==> config.mk <==
export PLATFORM = sky130hd
export DESIGN_NAME = wave_uploader
export DESIGN_NICKNAME = d
export VERILOG_FILES = /design/src/rtl/wave_pkg.sv /design/src/rtl/wave_uploader_watchdog_timer.sv /design/src/rtl/wave_uploader.sv
export SDC_FILE = /design/constraint.sdc
export NUM_CORES = 1
export LEC_CHECK = 0
export ABC_AREA = 1
export CORE_UTILIZATION = 55
export CTS_BUF_LIST = sky130_fd_sc_hd__clkbuf_16
export DETAILED_ROUTE_END_ITERATION = 10
export GPL_ROUTABILITY_DRIVEN = 0
export GPL_TIMING_DRIVEN = 0
export PLACE_DENSITY = 0.77
export SETUP_SLACK_MARGIN = 0.4
export SLEW_MARGIN = 30
export SYNTH_ARGS = -nofsm -noshare
export SYNTH_HDL_FRONTEND = slang
export SYNTH_HIERARCHICAL = 1
export SYNTH_SLANG_ARGS = --single-unit
==> constraint.sdc <==
create_clock -name clk_in -period 2.6 [get_ports clk_in]
set_input_delay 0.52 -clock clk_in [delete_from_list [all_inputs] [get_ports clk_in]]
set_output_delay 0.52 -clock clk_in [all_outputs]
set_load 0.005 [all_outputs]
==> src/rtl/wave_pkg.sv <==
// Shared types for the wave upload path: FSM states, abort codes, frame sync.
package wave_pkg;

  typedef enum logic [2:0] {
    S_IDLE,
    S_LEN_LO,
    S_LEN_HI,
    S_DATA_LO,
    S_DATA_HI,
    S_CHECK
  } state_t;

  typedef enum logic [1:0] {
    ERR_NONE = 2'b00,
    ERR_LEN  = 2'b01,
    ERR_CHK  = 2'b10,
    ERR_TMO  = 2'b11
  } err_t;

  localparam logic [7:0] SYNC_BYTE = 8'hA5;

endpackage

==> src/rtl/wave_uploader_watchdog_timer.sv <==
// Idle watchdog: counts cycles since the last clear, flags expiry at CYCLES-1.
module watchdog_timer #(
  parameter int CYCLES = 1_000_000
) (
  input  logic i_clk,
  input  logic i_rst_n,
  input  logic i_clear,
  output logic o_expire
);

  localparam int W = (CYCLES > 2) ? $clog2(CYCLES) : 1;
  localparam logic [W-1:0] LAST = W'(CYCLES - 1);

  logic [W-1:0] r_cnt;

  always_ff @(posedge i_clk or negedge i_rst_n) begin
    if (!i_rst_n) begin
      r_cnt <= '0;
    end else if (i_clear) begin
      r_cnt <= '0;
    end else if (r_cnt != LAST) begin
      r_cnt <= r_cnt + 1'b1;
    end
  end

  // a clear on the expiry cycle suppresses the flag
  assign o_expire = (r_cnt == LAST) && !i_clear;

endmodule

==> src/rtl/wave_uploader.sv <==
// Frame parser writing samples into main wave memory port A.
module wave_uploader
  import wave_pkg::*;
#(
  parameter int SAMPLE_WIDTH   = 16,
  parameter int BRAM_DEPTH     = 4096,
  parameter int WW_WIDTH       = 18,
  parameter int TIMEOUT_CYCLES = 1_000_000
) (
  input  logic                    clk_in,
  input  logic                    rst_n_in,
  input  logic                    byte_valid_in,
  input  logic [7:0]              byte_data_in,
  output logic [WW_WIDTH-1:0]     mem_addr_out,
  output logic [SAMPLE_WIDTH-1:0] mem_data_out,
  output logic                    mem_we_out,
  output logic [WW_WIDTH-1:0]     wave_width_out,
  output logic                    upload_done_out,
  output logic                    error_out,
  output logic [1:0]              error_code_out,
  output logic                    busy_out
);

  localparam logic [WW_WIDTH-1:0] DEPTH_W = WW_WIDTH'(BRAM_DEPTH);

  state_t r_state, w_state_nx;
  err_t   r_code, w_code;

  logic [7:0]              r_xor, r_len_lo, r_lo;
  logic [15:0]             r_len, w_len_raw;
  logic [WW_WIDTH-1:0]     r_cnt, r_addr, r_ww;
  logic [WW_WIDTH-1:0]     w_len_new, w_len_ext;
  logic [SAMPLE_WIDTH-1:0] r_data;
  logic r_we, r_done, r_err;
  logic w_start, w_we, w_done, w_err;
  logic w_clear, w_expire, w_len_bad;

  assign w_len_raw = {byte_data_in, r_len_lo};
  assign w_len_new = WW_WIDTH'(w_len_raw);
  assign w_len_ext = WW_WIDTH'(r_len);
  assign w_len_bad = (w_len_raw == '0) || (w_len_new > DEPTH_W);
  assign w_clear   = byte_valid_in || (r_state == S_IDLE);

  watchdog_timer #(
    .CYCLES(TIMEOUT_CYCLES)
  ) u_wdt (
    .i_clk   (clk_in),
    .i_rst_n (rst_n_in),
    .i_clear (w_clear),
    .o_expire(w_expire)
  );

  always_ff @(posedge clk_in or negedge rst_n_in) begin
    if (!rst_n_in) r_state <= S_IDLE;
    else           r_state <= w_state_nx;
  end

  always_comb begin
    w_state_nx = r_state;
    w_start    = 1'b0;
    w_we       = 1'b0;
    w_done     = 1'b0;
    w_err      = 1'b0;
    w_code     = ERR_NONE;
    unique case (r_state)
      S_IDLE: begin
        if (byte_valid_in && byte_data_in == SYNC_BYTE) begin
          w_start    = 1'b1;
          w_state_nx = S_LEN_LO;
        end
      end
      S_LEN_LO: if (byte_valid_in) w_state_nx = S_LEN_HI;
      S_LEN_HI: begin
        if (byte_valid_in) begin
          if (w_len_bad) begin
            w_err      = 1'b1;
            w_code     = ERR_LEN;
            w_state_nx = S_IDLE;
          end else begin
            w_state_nx = S_DATA_LO;
          end
        end
      end
      S_DATA_LO: if (byte_valid_in) w_state_nx = S_DATA_HI;
      S_DATA_HI: begin
        if (byte_valid_in) begin
          w_we = 1'b1;
          if (r_cnt == w_len_ext - 1'b1) w_state_nx = S_CHECK;
          else                           w_state_nx = S_DATA_LO;
        end
      end
      S_CHECK: begin
        if (byte_valid_in) begin
          if (byte_data_in == r_xor) begin
            w_done = 1'b1;
          end else begin
            w_err  = 1'b1;
            w_code = ERR_CHK;
          end
          w_state_nx = S_IDLE;
        end
      end
      default: w_state_nx = S_IDLE;
    endcase
    if (w_expire && r_state != S_IDLE) begin
      w_err      = 1'b1;
      w_code     = ERR_TMO;
      w_state_nx = S_IDLE;
    end
  end

  always_ff @(posedge clk_in or negedge rst_n_in) begin
    if (!rst_n_in) begin
      r_xor    <= '0;
      r_len_lo <= '0;
      r_lo     <= '0;
      r_len    <= '0;
      r_cnt    <= '0;
      r_addr   <= '0;
      r_data   <= '0;
      r_ww     <= DEPTH_W;
      r_we     <= 1'b0;
      r_done   <= 1'b0;
      r_err    <= 1'b0;
      r_code   <= ERR_NONE;
    end else begin
      r_we   <= w_we;
      r_done <= w_done;
      r_err  <= w_err;
      if (w_start) begin
        r_xor  <= '0;
        r_cnt  <= '0;
        r_code <= ERR_NONE;
      end else if (byte_valid_in && r_state != S_IDLE) begin
        r_xor <= r_xor ^ byte_data_in;
      end
      if (byte_valid_in && r_state == S_LEN_LO)  r_len_lo <= byte_data_in;
      if (byte_valid_in && r_state == S_LEN_HI)  r_len    <= w_len_raw;
      if (byte_valid_in && r_state == S_DATA_LO) r_lo     <= byte_data_in;
      if (w_we) begin
        r_addr <= r_cnt;
        r_data <= SAMPLE_WIDTH'({byte_data_in, r_lo});
        r_cnt  <= r_cnt + 1'b1;
      end
      if (w_err)  r_code <= w_code;
      if (w_done) r_ww   <= w_len_ext;
    end
  end

  assign mem_addr_out    = r_addr;
  assign mem_data_out    = r_data;
  assign mem_we_out      = r_we;
  assign wave_width_out  = r_ww;
  assign upload_done_out = r_done;
  assign error_out       = r_err;
  assign error_code_out  = r_code;
  assign busy_out        = (r_state != S_IDLE);

endmodule

Word level (Yosys, flattened, before mapping)
Cells that the tools add are included.
Storage, ports and cells
  bits in registers: 136
  output and inout bits: 58
Cells by class
  muxes and demuxes: 37
  eq/ne operators: 16
  bitwise operators: 1
  magnitude comparators: 1
  reduce and logical (&&, ||, !) cells: 18
  add/subtract/negate cells: 3
Operators by type and width (count)
  $mux 20: 2
  $mux 18: 2
  $mux 3: 8
  $add 20x1->20 const B: 1
  $eq 20x20->1 const B: 1
  $ne 20x20->1 const B: 1
  $add 18x1->18 const B: 1
  $eq 18x18->1: 1
  $pmux 3 s6: 1
  $sub 16x1->17 const B: 1
  $gt 16x13->1 const B: 1
  $logic_not 16->1: 1
  $mux 8: 2
  $ne 3x3->1 const B: 5
  $mux 1: 14
  $mux 2: 6
  $eq 8x8->1: 1
  $eq 8x8->1 const B: 1
  $reduce_bool 2->1: 4
  $xor 8x8->8: 1
  $logic_and 1x1->1: 7
  $eq 3x2->1 const B: 2
  $eq 3x3->1 const B: 2
  $reduce_and 6->1: 1
  other kinds (8): 9

Longest topological paths before layout
  word-level depth: 7
  mapped depth: 17
  gate-level depth less buffers: 17

Hierarchy
The synthesis kept the hierarchy.
Modules (own cells, without submodules)
  wave_uploader: cells an instance 705, times used 1, seq. area each 2904.0 sq um, area an instance 5599.1 sq um
  watchdog_timer: cells an instance 188, times used 1, seq. area each 500.5 sq um, area an instance 1297.5 sq um

Least setup slack after synthesis
OpenSTA, ideal clock, no wires.
  path kind: reg-to-reg
  from: reg r_state[0]
  to: reg r_state[0]
  setup time: 0.064 ns
  cell stages (with the launch flop): 14
  data required time: 2.536 ns
  path buffers: 0
  path slack: 0.744 ns
  data arrival time: 1.792 ns
  path through: dfrtp_1 inv_2 nand2_1 nor2_2 inv_1 nand2_1 nor4_1 inv_1 o2111ai_1 nand2_1 nor2_1 nand2_1 a21oi_1 a21o_1
Between the ends
  elaborated cells on any way between the ends: 20
RTL lines
  start, declared: RTL line wave_uploader.sv:26  | state_t r_state, w_state_nx;
  start signal, assigned: RTL line wave_uploader.sv:55  | else r_state <= w_state_nx;
  $reduce_bool 3->1 (*)
  named net busy_out: RTL line wave_uploader.sv:21  | output logic busy_out
  $logic_and 1x1->1 (*): RTL line wave_uploader.sv:105  | if (w_expire && r_state != S_IDLE) begin
  $ne 3x1->1 (no line) / $ne 3x3->1 (equally long branches)
  $reduce_and 6->1 (no line)
Mark *: on every way through the listed nets, which the timed path passes. The rest lies on a longest branch.
A chain may end at the register's enable or synchronous reset.

Final worst setup path
  from: reg r_state[1]
  to: out busy_out
Between the ends
  cells in the longest elaborated chain, start to end: 1
RTL lines
  $reduce_bool 3->1: RTL line wave_uploader.sv:157  | assign busy_out = (r_state != S_IDLE);
  end, declared: RTL line wave_uploader.sv:21
No other way between the ends.

==> metrics.txt <==
failing checks=hold timing; slew margin rel.=0.583; wirelength, routed=17,100 um; Max Clock Freq=460 MHz; ANT nets after route=0; ratio of final minimum period to clock period=0.837; htree depth=4; CTS tree=built; Sum Neg Setup Slack=0 ns; Worst Path Arrival=roughly 1.7 ns; Critical Path Fanout Max=4; pin count of the biggest net entering global routing=91; Die W=approximately 110 um; Num CTS Buffers=17; total congestion overflow=0; final hold vios=6; Hold Path Class=input pin to asynchronous set/reset pin; ys async rst share=1.00; via density per instance=5.26; maximum clock insertion buffer count=2; Residual DRC=0; Setup violations, final=0; drt first pass iters=5; later-pin clock latency in the skew report=approximately 0.42 ns; number of global-route vias before repair=between 5,000 and 6,000; Pwr per Cell Area=1110 nW/um2; Vias=roughly 6,200; average wire per standard cell=about 15 um; Die Ht=114 um; DRT iter0 DRCs=approximately 360; Critical Path Max Stage Delay=between 0.4 and 0.5 ns; share of the yosys chip area belonging to registers=0.494; Yosys reg bits=136; post-route cell area=roughly 8600 um2; status=finished, violations left; critical path class=flop to primary output; Primary FF master, synth=dfrtp_1; number of antenna diodes=0; VDD IR max=between 0.9 and 1 mV; CTS root buf=clkbuf_16; Slew @ Worst Pin=0.625 ns; post-synth cell types=37; Leak=4.14 nW; DIE AREA=13,000 um2; clock-pin slew on the worst setup and hold paths=0.06 ns; fillcell total=approximately 950; Core Area=~12,000 um2; RSZ-0062 raised after global routing=true; Clock Skew=between 0.008 and 0.009 ns; number of synthesized flops with an enable pin=0; CP Cell Sequence=inv_1 > nand2_2 > nor2_4 > inv_2 > clkdlybuf4s50_1; Mapped Area=6900 um2; Tmin final=2.17 ns; fin util=0.713; Placed Instance Area=7800 um2; first-pass GRT wire length=about 28,000 um; Max-Cap Viols=0; Yosys warning total=6; Ports=69; worst path required time=2.08 ns; gr usage total=0.282; share of cells above drive strength 1=0.113; area delta synth->final=25.3%; hold slack final=-0.00504 ns; Detail Placement HPWL=12,300 um; Mapped Cells=893; crit start category=flop; pins over their slew limit=0; Worst setup EP type=primary output; number of port buffers=66; initial antenna violation count=0; syn_area_per_cell=7.72 um2; fin nets=1,002; initial core utilization=0.569; critical path's slowest cell=clkdlybuf4s50_1; Row Count=40; # clock sinks=136
-- where the power goes --
part / leakage (nW) / switching (mW) / internal (mW)
Combinational: 2.07 / 1.92 / 1.39
Clock: 0.333 / 0.887 / 1.88
Sequential: 1.75 / 0.645 / 2.84
Total: 4.14 / 3.45 / 6.11
-- worst max-delay path, delay by kind of cell (launching register included) --
family	cells	cell delay, ns
buf+inv	3	0.63
flops	1	0.38
simple gates	2	0.23
-- sequential cells by signal (all words and copies together), names as in the netlist, 2 cells and up --
name            flops
u_wdt/r_cnt        20
mem_addr_out       18
r_cnt              18
mem_data_out       16
r_len              16
wave_width_out     16
r_len_lo            8
r_lo                8
r_xor               8
r_state             3
error_code_out      2
-- per-stage QoR --
stage / setup WS [ns] / total power, mW / std cells
floorplan: 0.744 / 5.37 / 894
global placement: -4.29 / 6.48 / 1128
detailed placement: -0.220 / 6.57 / 1129
CTS: 0.379 / 9.45 / 1164
global route: 0.313 / 10.2 / 1169
finish: 0.425 / 9.56 / 1169
-- placed cells by master (no fill, tap or decap), types with 5 or more instances in the layout --
cell type	n
o21ai_1	21
dfrtp_1	134
bufinv_16	7
nand2_1	287
nand4_1	16
clkbuf_16	17
clkbuf_1	9
buf_2	7
clkdlybuf4s50_1	63
nor2_4	12
xor2_1	16
nand3_1	51
a21oi_1	12
nor3_1	7
nand2_2	9
nand3b_1	5
nor2_2	11
inv_1	86
nor2_1	87
buf_4	11
or2_2	5
o21ai_0	69
inv_2	9
-- logic make-up (layout without fill, tap and decap cells) --
group                      after synthesis  in the layout  synth area share
AOI/OAI and AO/OA                      115            115            0.0891
xor gates and xnor gates                19             19            0.0241
adders and majority gates                3              3           0.00544
buffers and inverters                  116            222            0.0666
DFF                                    136            136             0.494
other                                    1              2          0.000544
and+or+nand+nor                        503            504             0.321
-- final cells by class --
| cell class | instances | area [um2] | share of cell area |
|---|---|---|---|
| well taps | 168 | 210 | 0.0243 |
| clock inverters | 15 | 256 | 0.0297 |
| flip-flops and latches | 136 | 3410 | 0.394 |
| repair buffers | 74 | 751 | 0.0869 |
| inverters | 95 | 357 | 0.0413 |
| clock buffers | 17 | 425 | 0.0492 |
| plain buffers | 21 | 104 | 0.0120 |
| multi-input cells | 643 | 3130 | 0.362 |
-- final timing paths --
kind                             from               end  slack (ns)  cells after the start
setup / recovery           r_state[1]          busy_out        0.43                      5
hold / removal               rst_n_in   mem_addr_out[5]      -0.005                      1
setup reg to reg           r_state[2]  mem_data_out[15]        0.47                      7
hold reg to reg               r_lo[4]   mem_data_out[4]        0.47                      2
max in group asynchronous    rst_n_in          r_xor[7]        1.86                      2
min in group clk_in           r_lo[4]   mem_data_out[4]        0.47                      2
-- metal layers --
| layer | up-vias | share of wire | GRT usage |
|---|---|---|---|
| met5 | - | 0 | 0 |
| li1 | 3051 | - | - |
| met3 | 20 | 0.045 | 0.0622 |
| met1 | 2923 | 0.45 | 0.371 |
| met2 | 159 | 0.49 | 0.463 |
| met4 | 0 | 0.015 | 0.0926 |
-- cell usage after synthesis (2+ instances only) --
library cell,n,area (um2)
nand2_1,290,1090
nor3_1,7,35.0
o21ai_0,69,345
ha_1,3,37.5
inv_2,6,22.5
xnor2_1,3,26.3
nand2_4,2,22.5
nand4_1,16,100
o22ai_1,3,18.8
nor2_4,9,101
nand3b_1,5,37.5
o21ai_2,2,17.5
inv_1,88,330
or2_2,5,31.3
a21oi_1,12,60.1
nor4_1,6,37.5
buf_4,4,30.0
buf_2,7,35.0
xor2_1,16,140
nor2_2,12,75.1
o21ai_1,21,105
nor2_1,88,330
nand3_1,52,260
nand3_2,3,30.0
dfrtp_1,135,3380
clkbuf_1,10,37.5
nand2_2,6,37.5
o32ai_1,4,35.0
-- timing repair --
action,4_1_cts,5_1_grt
pin swaps,1,5
endpoints found under the setup margin,29,36
hold buffers,0,0
resized for setup,11,14
cloned,0,1
setup buffers,3,4
Power figures use the tool's default switching activity.
